==> config.mk <==
export PLATFORM = sky130hd
export DESIGN_NAME = angle_color_unit
export DESIGN_NICKNAME = d
export VERILOG_FILES = /design/src/rtl/tangram_math_pkg.sv /design/src/rtl/cos_quarter_rom.sv /design/src/rtl/angle_color_unit.sv
export SDC_FILE = /design/constraint.sdc
export NUM_CORES = 1
export LEC_CHECK = 0
export CAP_MARGIN = 25
export CORE_MARGIN = 3
export CORE_UTILIZATION = 35
export DETAILED_ROUTE_END_ITERATION = 8
export GPL_ROUTABILITY_DRIVEN = 0
export PLACE_DENSITY_LB_ADDON = 0.3
export SYNTH_ARGS = -nofsm -noshare
export SYNTH_HDL_FRONTEND = slang
export SYNTH_SLANG_ARGS = --single-unit
==> constraint.sdc <==
create_clock -name clk -period 11.49 [get_ports clk]
set_input_delay 1.7235 -clock clk [delete_from_list [all_inputs] [get_ports clk]]
set_output_delay 1.7235 -clock clk [all_outputs]
set_load 0.02 [all_outputs]
==> src/rtl/tangram_math_pkg.sv <==
// Shared fixed-point constants and types for the tangram arithmetic blocks.
// Angles are whole degrees; fractional values are Q(INT_BITS).(FLOAT_DCM_BITS).
package tangram_math_pkg;

    localparam int INT_BITS       = 16;
    localparam int FLOAT_DCM_BITS = 16;
    localparam int FLOAT_BITS     = INT_BITS + FLOAT_DCM_BITS;
    localparam int ONE            = 1 << FLOAT_DCM_BITS;

    // A quarter-wave cosine sample needs one extra bit so that cos(0) = ONE fits.
    localparam int COS_Q_BITS     = FLOAT_DCM_BITS + 1;
    localparam int DEG_QUARTER    = 90;
    localparam int DEG_HALF       = 180;

    typedef logic [COS_Q_BITS-1:0] cos_q_t;
    typedef logic [6:0]            cos_idx_t;

endpackage

==> src/rtl/cos_quarter_rom.sv <==
// Combinational quarter-wave cosine table: q = round(65536 * cos(deg)) for deg 0..90.
// Indices above 90 return 0; the caller folds every angle into that range first.
module cos_quarter_rom
    import tangram_math_pkg::*;
(
    input  cos_idx_t deg,
    output cos_q_t   q
);

    always_comb begin
        // NOTE: default assignment first so every path drives q and no latch is inferred.
        q = '0;
        case (deg)
            7'd0:  q = cos_q_t'(ONE);
            7'd1:  q = 17'd65526;
            7'd2:  q = 17'd65496;
            7'd3:  q = 17'd65446;
            7'd4:  q = 17'd65376;
            7'd5:  q = 17'd65287;
            7'd6:  q = 17'd65177;
            7'd7:  q = 17'd65048;
            7'd8:  q = 17'd64898;
            7'd9:  q = 17'd64729;
            7'd10: q = 17'd64540;
            7'd11: q = 17'd64332;
            7'd12: q = 17'd64104;
            7'd13: q = 17'd63856;
            7'd14: q = 17'd63589;
            7'd15: q = 17'd63303;
            7'd16: q = 17'd62997;
            7'd17: q = 17'd62672;
            7'd18: q = 17'd62328;
            7'd19: q = 17'd61966;
            7'd20: q = 17'd61584;
            7'd21: q = 17'd61183;
            7'd22: q = 17'd60764;
            7'd23: q = 17'd60326;
            7'd24: q = 17'd59870;
            7'd25: q = 17'd59396;
            7'd26: q = 17'd58903;
            7'd27: q = 17'd58393;
            7'd28: q = 17'd57865;
            7'd29: q = 17'd57319;
            7'd30: q = 17'd56756;
            7'd31: q = 17'd56175;
            7'd32: q = 17'd55578;
            7'd33: q = 17'd54963;
            7'd34: q = 17'd54332;
            7'd35: q = 17'd53684;
            7'd36: q = 17'd53020;
            7'd37: q = 17'd52339;
            7'd38: q = 17'd51643;
            7'd39: q = 17'd50931;
            7'd40: q = 17'd50203;
            7'd41: q = 17'd49461;
            7'd42: q = 17'd48703;
            7'd43: q = 17'd47930;
            7'd44: q = 17'd47143;
            7'd45: q = 17'd46341;
            7'd46: q = 17'd45525;
            7'd47: q = 17'd44695;
            7'd48: q = 17'd43852;
            7'd49: q = 17'd42995;
            7'd50: q = 17'd42126;
            7'd51: q = 17'd41243;
            7'd52: q = 17'd40348;
            7'd53: q = 17'd39441;
            7'd54: q = 17'd38521;
            7'd55: q = 17'd37590;
            7'd56: q = 17'd36647;
            7'd57: q = 17'd35693;
            7'd58: q = 17'd34729;
            7'd59: q = 17'd33754;
            7'd60: q = 17'd32768;
            7'd61: q = 17'd31772;
            7'd62: q = 17'd30767;
            7'd63: q = 17'd29753;
            7'd64: q = 17'd28729;
            7'd65: q = 17'd27697;
            7'd66: q = 17'd26656;
            7'd67: q = 17'd25607;
            7'd68: q = 17'd24550;
            7'd69: q = 17'd23486;
            7'd70: q = 17'd22415;
            7'd71: q = 17'd21336;
            7'd72: q = 17'd20252;
            7'd73: q = 17'd19161;
            7'd74: q = 17'd18064;
            7'd75: q = 17'd16962;
            7'd76: q = 17'd15855;
            7'd77: q = 17'd14742;
            7'd78: q = 17'd13626;
            7'd79: q = 17'd12505;
            7'd80: q = 17'd11380;
            7'd81: q = 17'd10252;
            7'd82: q = 17'd9121;
            7'd83: q = 17'd7987;
            7'd84: q = 17'd6850;
            7'd85: q = 17'd5712;
            7'd86: q = 17'd4572;
            7'd87: q = 17'd3430;
            7'd88: q = 17'd2287;
            7'd89: q = 17'd1144;
            7'd90: q = 17'd0;
            default: q = '0;
        endcase
    end

endmodule

==> src/rtl/angle_color_unit.sv <==
// Per-frame arithmetic helper for the tangram control core: angle stepping,
// cosine lookup and the colour-picker map. All outputs are registered (1 cycle).
module angle_color_unit #(
    parameter int INT_BITS       = tangram_math_pkg::INT_BITS,
    parameter int FLOAT_DCM_BITS = tangram_math_pkg::FLOAT_DCM_BITS,
    parameter int FLOAT_BITS     = tangram_math_pkg::FLOAT_BITS,
    parameter int PIXLW          = 12,
    parameter int CSIZE          = 128
) (
    input  logic                         clk,
    input  logic                         rst,
    input  logic signed [INT_BITS-1:0]   angle_in,
    input  logic signed [INT_BITS-1:0]   cos_in,
    input  logic        [INT_BITS-1:0]   x,
    input  logic        [INT_BITS-1:0]   y,
    input  logic        [INT_BITS-1:0]   sx,
    input  logic        [INT_BITS-1:0]   sy,
    output logic signed [INT_BITS-1:0]   prev,
    output logic signed [INT_BITS-1:0]   next,
    output logic signed [FLOAT_BITS-1:0] cos_out,
    output logic        [PIXLW-1:0]      color,
    output logic        [PIXLW-1:0]      render
);

    import tangram_math_pkg::*;

    localparam int CW = $clog2(CSIZE);
    localparam int DW = INT_BITS + 1;

    localparam logic signed [INT_BITS-1:0] ANG_MIN  = INT_BITS'(-DEG_HALF);
    localparam logic signed [INT_BITS-1:0] ANG_MAX  = INT_BITS'(DEG_HALF - 1);
    localparam logic signed [INT_BITS-1:0] ANG_STEP = INT_BITS'(1);
    localparam logic signed [DW-1:0]       MARK_ARM = DW'(3);
    localparam logic signed [DW-1:0]       ZERO_DW  = '0;
    localparam logic        [INT_BITS-1:0] CSIZE_W  = INT_BITS'(CSIZE);

    typedef logic [PIXLW-1:0] pix_t;

    // Picker map: R and G are the top nibble of each coordinate, B fills in so
    // the square fades from blue (origin) toward yellow (far corner).
    function automatic pix_t color_of(input logic [CW-1:0] u, input logic [CW-1:0] v);
        logic [4:0] r5;
        logic [4:0] g5;
        logic [4:0] b5;
        r5 = {1'b0, u[CW-1 -: 4]};
        g5 = {1'b0, v[CW-1 -: 4]};
        b5 = 5'd15 - ((r5 + g5) >> 1);
        return pix_t'({u[CW-1 -: 4], v[CW-1 -: 4], b5[3:0]});
    endfunction

    // Angle stepping with wrap on the half-open range [-180, 180).
    logic signed [INT_BITS-1:0] prev_d;
    logic signed [INT_BITS-1:0] next_d;

    always_comb begin
        prev_d = (angle_in <= ANG_MIN) ? ANG_MAX : angle_in - ANG_STEP;
        next_d = (angle_in >= ANG_MAX) ? ANG_MIN : angle_in + ANG_STEP;
    end

    // Cosine: fold |angle| (clamped to 180) onto the 0..90 quarter table.
    logic signed [DW-1:0]         cos_wide;
    logic signed [DW-1:0]         cos_abs;
    logic        [7:0]            cos_deg;
    cos_idx_t                     rom_idx;
    logic                         cos_neg;
    cos_q_t                       rom_q;
    logic signed [FLOAT_BITS-1:0] cos_mag;
    logic signed [FLOAT_BITS-1:0] cos_d;

    always_comb begin
        cos_wide = DW'(cos_in);
        cos_abs  = cos_wide[DW-1] ? -cos_wide : cos_wide;
        cos_deg  = (cos_abs > DW'(DEG_HALF)) ? 8'(DEG_HALF) : cos_abs[7:0];
        if (cos_deg <= 8'(DEG_QUARTER)) begin
            rom_idx = cos_deg[6:0];
            cos_neg = 1'b0;
        end else begin
            rom_idx = 7'(8'(DEG_HALF) - cos_deg);
            cos_neg = 1'b1;
        end
        cos_mag = FLOAT_BITS'(rom_q);
        cos_d   = cos_neg ? -cos_mag : cos_mag;
    end

    cos_quarter_rom u_cos_rom (
        .deg (rom_idx),
        .q   (rom_q)
    );

    // Picker colour at the cursor and the rendered pixel with crosshair marker.
    logic signed [DW-1:0] dx;
    logic signed [DW-1:0] dy;
    logic                 in_range;
    logic                 on_cross;
    pix_t                 pix_f;
    pix_t                 color_d;
    pix_t                 render_d;

    always_comb begin
        dx       = $signed({1'b0, sx}) - $signed({1'b0, x});
        dy       = $signed({1'b0, sy}) - $signed({1'b0, y});
        in_range = (sx < CSIZE_W) && (sy < CSIZE_W);
        on_cross = ((dx == ZERO_DW) && (dy >= -MARK_ARM) && (dy <= MARK_ARM)) ||
                   ((dy == ZERO_DW) && (dx >= -MARK_ARM) && (dx <= MARK_ARM));
        pix_f    = color_of(sx[CW-1:0], sy[CW-1:0]);
        color_d  = color_of(x[CW-1:0], y[CW-1:0]);
        if (!in_range) begin
            render_d = '0;
        end else if (on_cross) begin
            render_d = ~pix_f;
        end else begin
            render_d = pix_f;
        end
    end

    always_ff @(posedge clk) begin
        // NOTE: non-blocking assignments keep every register sampling pre-edge values.
        if (rst) begin
            prev    <= '0;
            next    <= '0;
            cos_out <= '0;
            color   <= '0;
            render  <= '0;
        end else begin
            prev    <= prev_d;
            next    <= next_d;
            cos_out <= cos_d;
            color   <= color_d;
            render  <= render_d;
        end
    end

endmodule

==> metrics.md, run 1 <==
| Metric | Value |
|---|---|
| DRC viols | 0 |
| Hold path startpoint | rst |
| Starting density of the core | 0.357 |
| Overall Power | 1.04 mW |
| Number of flops mapped to enable cells by yosys | 0 |
| Largest net degree at the start of global routing | 65 |
| Ys Warns | 0 |
| Vias per Instance | roughly 6.2 |
| Yosys reg bits | 88 |
| Leakage power | ~4.4 nW |
| First-pass GRT wire length | about 54,000 µm |
| Yosys top cell area share | 0.189 |
| GRT Util Overall | 0.231 |
| Top Family by Delay on Critical Path | simple AND/OR/NAND/NOR gates |
| Cell with the most instances after synthesis | nor2_1 |
| Die Y | around 170 µm |
| Final worst slack | roughly 760 ps |
| CTS Buffer Depth | 2 |
| CP startpoint | cos_in[0] |
| Part of the power in registers | 0.325 |
| Final Cycle Share | 0.934 |
| RSZ-0062 raised after global routing | no |
| Pwr dens | roughly 90 nW/µm² |
| Top post-synthesis cells by area | dfxtp_1, ha_1, nor2_1, a21oi_1, xnor2_1 |
| Crit-path max FO | 29 |
| Post-route ant nets | 0 |
| Post-synth top flop | dfxtp_1 |
| Highest clock rate | about 93 MHz |
| Worst Tran Pin Value | roughly 1100 ps |
| Min-Delay Path Class | primary input to flop |
| Share of layout cells above drive strength 1 | 0.0617 |
| Final setup fails | 0 |
| Initial antenna violation count | 0 |
| Max rail drop VDD | ~0.07 mV |
| Sw frac | 0.348 |
| Status | complete, no violations |
| Worst setup EP type | flop |
| Register area share after synthesis | 0.189 |
| CP Launch Type | primary input |
| Inserted Clock Buffers | 9 |
| Buffer and inverter count on the worst path | 8 |
| Initial DRC Count | about 1,500 |
| Switch Pwr | 361 µW |
| Ant. Diodes | 0 |
| Syn Inst Count | 1,273 |
| Wirelength per Cell | between 20 and 25 µm |
| DR vias | 10,755 |
| Fraction of registers with async set/reset | 0 |
| CP arrival | 10,920 ps |
| CP max-delay cell | or4_4 |
| CTS H-tree lvls | 3 |
| Comb pwr share | 0.396 |
| Data required time at the worst endpoint | about 12,000 ps |
| Post-DP HPWL | roughly 27,000 µm |
| Area grow syn2layout | 25.3% |
| Mapped Nets | roughly 1,400 |
| Worst path max stage delay | 740 ps |
| Mapped Area | around 9300 µm² |
| Largest area contributor in the netlist | dfxtp_1 |
| Fin nets | 1,567 |
| Die footprint | 28,600 µm² |
| Clock transition at path regs | roughly 60 ps |
| Post-synth cell types | 96 |
| Number of global-route vias before repair | between 9,000 and 10,000 |
| Final hold violation count | 0 |
| Count of input and output buffers | approximately 190 |
| Die width | between 150 and 200 µm |
| Final core utilization | 0.447 |
| Clk network pwr share | 0.278 |
| Post-CTS Repair Setup Buffers | 0 |
| WS Path Type | primary input to flop |
| Synth top cells by count | nor2_1, a21oi_1, dfxtp_1 |
| Post-Place Worst Slack | between 600 and 700 ps |
| GRT overflow | 0 |
| Minimum clock period | 10,730 ps |
| Worst slew margin | 0.296 |
| Post-CTS Resized | 0 |
| Clock Sinks | between 80 and 90 |
| CTS tree | built |
| Pre-Repair DR Iteration Count | 8 |
| WL final | 35,000 µm |
| CTS Hold Bufs | 0 |
| Max Slew Vio Count | 0 |
| Int Power | 675 µW |
| Max Cap Viol | 0 |
| Clk root buf | clkbuf_16 |
| # IOs | roughly 190 |
| Synthesized area per cell | around 7.3 µm² |
| Area of the core | approximately 26,000 µm² |
| Setup TNS Final | 0 ps |
| Rows | between 50 and 60 |
## per-layer routing
layer,GRT usage,share of wire,vias to the layer above
met4,0.0903,0.045,0
met5,0,0,-
met1,0.308,0.41,4893
li1,-,-,4997
met3,0.0566,0.11,144
met2,0.361,0.43,721
## metrics by stage
step | std cells | cell area, µm² | hold WS [ps]
floorplan | 1273 | 9320 | 1840
CTS | 1745 | 11700 | 1980
global placement | 1729 | 11400 | 2340
global route | 1745 | 11700 | 2020
detailed placement | 1729 | 11400 | 2340
finish | 1745 | 11700 | 1970
## area by class of cell
class / count / area, µm²
Fill cell: 2607 / 14500
Multi-Input combinational cell: 1022 / 6860
Timing Repair Buffer: 214 / 2060
Sequential cell: 88 / 1760
Tap cell: 335 / 419
Inverter: 70 / 268
Clock buffer: 10 / 229
Clock inverter: 6 / 68.8
## final timing paths
| path | to | slack, ps | depth (start not counted) |
|---|---|---|---|
| setup / recovery | cos_out[13]$_SDFF_PP0_ | 760 | 30 |
| hold / removal | color[0]$_SDFF_PP0_ | 1970 | 3 |
## cell usage in the layout, fill, tap and decap left out, types with 10 or more instances in the layout
cell             count
ha_1                60
a21oi_1             89
and3_1              13
nor2_1             145
or2_2               10
o31ai_1             16
nor4_1              22
o21ai_0             71
nand3_1             41
a31oi_1             14
nor2b_1             12
a221oi_1            15
inv_1               66
nand4_1             20
clkdlybuf4s50_1    184
a311oi_1            10
xor2_1              30
or3_1               16
nor3_1              44
o211ai_1            10
xnor2_1             50
a211oi_1            36
buf_4               29
a21o_1              13
o221ai_1            12
dfxtp_1             88
nand2_1             83
## flip-flops by register name, summed over array words and instances, names as in the netlist
name and count:
prev 16, next 16, cos_out 32, render 12, color 12
## kinds of logic after synthesis
| kind of cell | count (synthesis) | synth area share |
|---|---|---|
| adder cells (fa/ha/maj) | 64 | 0.0892 |
| buffers and inverters | 163 | 0.0749 |
| multiplexers | 11 | 0.0121 |
| AND/OR/NAND/NOR | 470 | 0.261 |
| AO/OA/AOI/OAI | 397 | 0.298 |
| XOR/XNOR | 80 | 0.0752 |
| flip-flops | 88 | 0.189 |
## power groups by stage
stage,Clock (mW),Combinational [mW],Sequential (mW)
CTS,0.294,0.405,0.337
detailed placement,0,0.403,0.344
global route,0.306,0.444,0.339
floorplan,0,0.223,0.374
finish,0.288,0.411,0.337
global placement,0,0.399,0.344
(Power assumes the default switching activity.)
==> run 2: changes to the inputs <==
--- a/config.mk
+++ b/config.mk
@@ -13,4 +13,5 @@
 export PLACE_DENSITY_LB_ADDON = 0.3
 export SYNTH_ARGS = -nofsm -noshare
 export SYNTH_HDL_FRONTEND = slang
+export SYNTH_HIERARCHICAL = 1
 export SYNTH_SLANG_ARGS = --single-unit
==> run 2 against run 1 <==
Critical path depth grew 1. Critical path type unchanged. Global-route usage down 3.6 points. Via count shrank 18%. Sequential power fell by 1%.
==> metrics.md, run 2 <==
| Metric | Value |
|---|---|
| Highest clock rate | about 100 MHz |
| Part of the power in registers | 0.335 |
| Int Power | between 600 and 700 µW |
| First-pass GRT wire length | around 42,000 µm |
| CTS tree | built |
| CTS Hold Bufs | 0 |
| Max Cap Viol | 0 |
| Sw frac | 0.313 |
| Max rail drop VDD | 0.0829 mV |
| CTS H-tree lvls | 3 |
| Mapped Area | 8410 µm² |
| Worst setup EP type | flop |
| Ant. Diodes | 0 |
| CTS Buffer Depth | 2 |
| Post-synth cell types | roughly 90 |
| Share of layout cells above drive strength 1 | 0.0461 |
| Comb pwr share | 0.340 |
| Number of flops mapped to enable cells by yosys | 0 |
| Grt met1 use | 0.263 |
| DR vias | around 8,800 |
| Final hold violation count | 0 |
| Post-Place Worst Slack | approximately 1700 ps |
| Wirelength per Cell | around 17 µm |
| Final setup fails | 0 |
| Die Y | approximately 160 µm |
| DRC viols | 0 |
| Final core utilization | 0.459 |
| Worst Tran Pin Value | approximately 1000 ps |
| Clk root buf | clkbuf_16 |
| Final hold slack | 1980 ps |
| Post-CTS Repair Setup Buffers | 0 |
| Leakage power | 4.11 nW |
| Vias per Instance | between 5 and 6 |
| Pwr dens | approximately 92 nW/µm² |
| Worst path max stage delay | slightly below 600 ps |
| Largest registers | cos_out x32, next x16, prev x16 |
| Yosys top cell area share | 0.209 |
| GRT overflow | 0 |
| Switch Pwr | a little over 300 µW |
| CP Launch Type | primary input |
| Initial antenna violation count | 0 |
| Yosys reg bits | about 90 |
| Status | complete, no violations |
| Commonest cells after routing, fill and taps aside | clkdlybuf4s50_1, nor2_1, a21oi_1 |
| WL final | between 20,000 and 30,000 µm |
| Crit-path max FO | 20 |
| Hold path startpoint | rst |
| Mapped Nets | 1,290 |
| Area of the core | roughly 24,000 µm² |
| Area occupied by multi-input gates | slightly above 6000 µm² |
| Rows | 56 |
| Largest area contributor in the netlist | dfxtp_1 |
| Post-route ant nets | 0 |
| Post-DP HPWL | 20,600 µm |
| Initial DRC Count | 906 |
| Fraction of registers with async set/reset | 0 |
| Max reg flops | 32 |
| Min-Delay Path Class | primary input to flop |
| CP arrival | approximately 9700 ps |
| Placed insts | approximately 1,600 |
| Clock Sinks | 88 |
| Post-DP Area | between 10,000 and 15,000 µm² |
| Final Cycle Share | 0.831 |
| Minimum clock period | 9540 ps |
| WS Path Type | primary input to flop |
| Syn Inst Count | 1,113 |
| Largest reg by FF count | cos_out |
| Inserted Clock Buffers | 9 |
| Fill count | roughly 2,400 |
| Overall Power | slightly below 1 mW |
| Most common cell after layout, fill and taps aside | clkdlybuf4s50_1 |
| Pre-Repair DR Iteration Count | 6 |
| Fin nets | around 1,400 |
| GRT Util Overall | 0.195 |
| CP max-delay cell | or4_4 |
| # IOs | between 150 and 200 |
| Grt peak-use layer | met2 |
| Starting density of the core | 0.357 |
| Data required time at the worst endpoint | 11,690 ps |
| Largest net degree at the start of global routing | between 70 and 80 |
| Clk network pwr share | 0.325 |
| Synth top cells by count | nor2_1, a21oi_1, dfxtp_1 |
| Top post-synthesis cells by area | dfxtp_1, ha_1, a21oi_1, nor2_1, o21ai_0 |
| Die width | between 150 and 200 µm |
| Reg area | around 1800 µm² |
| Cell with the most instances after synthesis | nor2_1 |
| Min-Delay Path Depth | 3 |
| Die footprint | around 26,000 µm² |
| Number of global-route vias before repair | between 8,000 and 9,000 |
| Grt met2 use | 0.321 |
| Post-route design area | roughly 11,000 µm² |
| GR Util met3 | 0.0313 |
| Setup TNS Final | 0 ps |
| CP startpoint | cos_in[2] |
| Worst slew margin | 0.328 |
| Ys Warns | 6 |
| Post-CTS Resized | 0 |
| Fin cells | about 1,600 |
| RSZ-0062 raised after global routing | no |
| Max Slew Vio Count | 0 |
| Post-synth top flop | dfxtp_1 |
| Area grow syn2layout | 28.4% |
| Synthesized area per cell | between 7 and 8 µm² |
| Final worst slack | slightly below 2000 ps |
| Count of input and output buffers | approximately 190 |
| Register area share after synthesis | 0.209 |
| Clock transition at path regs | around 60 ps |
run 2: power groups by stage:
stage / clock network (mW) / logic (mW) / registers (mW)
6_report: 0.323 / 0.338 / 0.333
5_1_grt: 0.346 / 0.371 / 0.334
4_1_cts: 0.331 / 0.337 / 0.333
3_5_place_dp: 0 / 0.335 / 0.340
3_3_place_gp: 0 / 0.333 / 0.340
2_1_floorplan: 0 / 0.181 / 0.365
run 2: cell families (layout without fill, tap and decap cells):
kind of cell | after synthesis | after routing | synth area share
xor gates and xnor gates | 72 | 72 | 0.0750
DFF | 88 | 88 | 0.209
buffers and inverters | 131 | 275 | 0.0660
adders and majority gates | 79 | 79 | 0.123
AOI/OAI and AO/OA | 357 | 357 | 0.279
and+or+nand+nor | 372 | 372 | 0.224
muxes | 14 | 14 | 0.0231
run 2: per-layer routing:
layer / wire length [µm] / up-vias / part of all wire
li1: - / 4331 / -
met1: 11800 / 4024 / 0.44
met2: 12200 / 410 / 0.46
met3: 1840 / 67 / 0.069
met4: 745 / 0 / 0.028
met5: 0 / - / 0
run 2: final timing paths:
| path | endpoint |
|---|---|
| max | cos_out[16]$_SDFF_PP0_ |
| min | color[8]$_SDFF_PP0_ |
run 2: final cells by class:
type,instances,share of cell area
Clock buffer,11,0.0234
Clock inverter,5,0.00788
Inverter,64,0.0222
Multi-Input combinational cell,894,0.568
Sequential cell,88,0.163
Tap cell,319,0.0370
Timing Repair Buffer,195,0.178
run 2: worst max-delay path: cells and delay by family:
| family | cells | cell delay (ps) |
|---|---|---|
| buffers and inverters | 6 | 1610 |
| adder cells (fa/ha/maj) | 3 | 1090 |
| AND/OR/NAND/NOR | 10 | 2770 |
| XOR/XNOR | 1 | 180 |
| AO/OA/AOI/OAI | 11 | 2380 |
==> run 3: changes to the inputs <==
==> constraint.sdc (replaced) <==
create_clock -name clk -period 9.8 [get_ports clk]
set_input_delay 1.47 -clock clk [delete_from_list [all_inputs] [get_ports clk]]
set_output_delay 1.47 -clock clk [all_outputs]
set_load 0.02 [all_outputs]
==> run 3 against run 2 <==
Clock power about the same. Sequential share of layout area decreased by 0.053 points. Critical path depth unchanged. Cell count increased by 0.63%. Non-clock buffer count increased by 10.
==> metrics.md, run 3 (synthesis results as in run 2) <==
| Metric | Value |
|---|---|
| Commonest cells after routing, fill and taps aside | clkdlybuf4s50_1, nor2_1, a21oi_1 |
| Area of the core | around 24,000 µm² |
| Max rail drop VDD | 0.0702 mV |
| Clock transition at path regs | ~60 ps |
| First-pass GRT wire length | approximately 42,000 µm |
| CP max-delay cell | clkdlybuf4s50_1 |
| Worst setup EP type | flop |
| Minimum clock period | roughly 8600 ps |
| Initial DRC Count | 983 |
| CP dominant cell by count | nor2_1 |
| Status | complete, no violations |
| Setup TNS Final | 0 ps |
| Max Cap Viol | 0 |
| Fin nets | ~1,400 |
| Number of global-route vias before repair | between 8,000 and 9,000 |
| CTS H-tree lvls | 3 |
| Die width | about 160 µm |
| Final hold violation count | 0 |
| Largest registers | cos_out x32, next x16, prev x16 |
| Starting density of the core | 0.357 |
| Top Family by Delay on Critical Path | compound AO/OA/AOI/OAI gates |
| Buffer and inverter count on the worst path | 6 |
| GRT overflow | 0 |
| Largest net degree at the start of global routing | 64 |
| Final setup fails | 0 |
| Worst slew margin | 0.359 |
| Post-route ant nets | 0 |
| Placed insts | approximately 1,600 |
| Data required time at the worst endpoint | 9990 ps |
| Post-CTS Resized | 0 |
| Area occupied by multi-input gates | 6140 µm² |
| Post-DP HPWL | about 21,000 µm |
| Vias per Instance | 5.63 |
| Die footprint | 25,900 µm² |
| Max reg flops | 32 |
| Max Slew Vio Count | 0 |
| Post-CTS Repair Setup Buffers | 0 |
| Clock Sinks | 88 |
| WL final | 26,700 µm |
| WS Path Type | primary input to flop |
| Worst Tran Pin Value | between 900 and 1000 ps |
| Fin cells | 1,586 |
| Overall Power | ~1.1 mW |
| CTS tree | built |
| CTS Buffer Depth | 2 |
| Largest reg by FF count | cos_out |
| Pwr dens | a little over 100 nW/µm² |
| Post-Place Worst Slack | 917 ps |
| DRC viols | 0 |
| GRT Util Overall | 0.196 |
| Most common cell after layout, fill and taps aside | clkdlybuf4s50_1 |
| Inserted Clock Buffers | 9 |
| Die Y | between 150 and 200 µm |
| Rows | 56 |
| Reg area | ~1800 µm² |
| Hold EP | color[8]$_SDFF_PP0_ |
| Min-Delay Path Class | primary input to flop |
| # IOs | roughly 190 |
| Final worst slack | about 1200 ps |
| Pre-Repair DR Iteration Count | 6 |
| CP Launch Type | primary input |
| Final Cycle Share | 0.882 |
| Ant. Diodes | 0 |
| CTS Hold Bufs | 0 |
| Initial antenna violation count | 0 |
| Share of layout cells above drive strength 1 | 0.0529 |
| DR vias | 8,937 |
| RSZ-0062 raised after global routing | no |
| Highest clock rate | ~120 MHz |
| Final core utilization | 0.460 |
| Min-Delay Path Depth | 3 |
| Wirelength per Cell | about 17 µm |
| Crit-path max FO | 36 |
| Leakage power | about 4.1 nW |
| Count of input and output buffers | between 150 and 200 |
| Fill count | roughly 2,400 |
| CP arrival | roughly 8800 ps |
| Worst path max stage delay | just over 600 ps |
| Hold path startpoint | rst |
| Clk root buf | clkbuf_16 |
| Area grow syn2layout | 28.8% |
[run 3: cell types whose count changed in the layout (fill, tap and decap cells not counted), sizes merged]
cell      delta
buf         +10
bufinv       -2
clkbuf       +1
clkinv       +2
clkinvlp     +1
inv          -2
[run 3: power breakdown]
| group | leakage, nW | switching [mW] | total (mW) | internal [mW] |
|---|---|---|---|---|
| registers | 0.728 | 0.00874 | 0.391 | 0.382 |
| clock network | 0.135 | 0.138 | 0.324 | 0.186 |
| logic | 3.26 | 0.217 | 0.399 | 0.181 |
| total | 4.13 | 0.364 | 1.11 | 0.749 |
[run 3: layout make-up]
type,instances,area share
multi-input combinational,894,0.567
timing repair buffer,205,0.185
clock inverter,4,0.00266
inverter,64,0.0222
clock buffer,12,0.0237
sequential,88,0.163
tap,319,0.0368
[run 3: worst max path at each step]
| stage | from | end | slack, ps | depth (start not counted) |
|---|---|---|---|---|
| after floorplan | cos_in[2] | cos_out[16]$_SDFF_PP0_ | 780 | 31 |
| after global placement | cos_in[0] | cos_out[16]$_SDFF_PP0_ | 1150 | 31 |
| after detailed placement | cos_in[0] | cos_out[16]$_SDFF_PP0_ | 920 | 31 |
| after CTS | cos_in[0] | cos_out[16]$_SDFF_PP0_ | 1240 | 31 |
| final | cos_in[0] | cos_out[16]$_SDFF_PP0_ | 1160 | 31 |
| after global routing | cos_in[0] | cos_out[16]$_SDFF_PP0_ | 460 | 30 |
[run 3: tightest hold or removal path, cell delays in order]
cell and delay (ps):
buf_2 100, buf_4 310, nor2_1 140
[run 3: routing by layer]
| layer | routed length, µm | share of wire | GRT usage | vias to the layer above |
|---|---|---|---|---|
| met5 | 0 | 0 | 0 | - |
| met4 | 882 | 0.033 | 0.0743 | 0 |
| met3 | 2010 | 0.075 | 0.0292 | 76 |
| met2 | 12000 | 0.45 | 0.311 | 454 |
| met1 | 11800 | 0.44 | 0.271 | 4056 |
| li1 | - | - | - | 4351 |
[run 3: per-stage QoR]
stage          hold WS [ps]  area (µm²)
2_1_floorplan          1540        8410
3_3_place_gp           2060       10500
3_5_place_dp           2080       10500
4_1_cts                1730       10800
5_1_grt                1760       10800
6_report               1730       10800
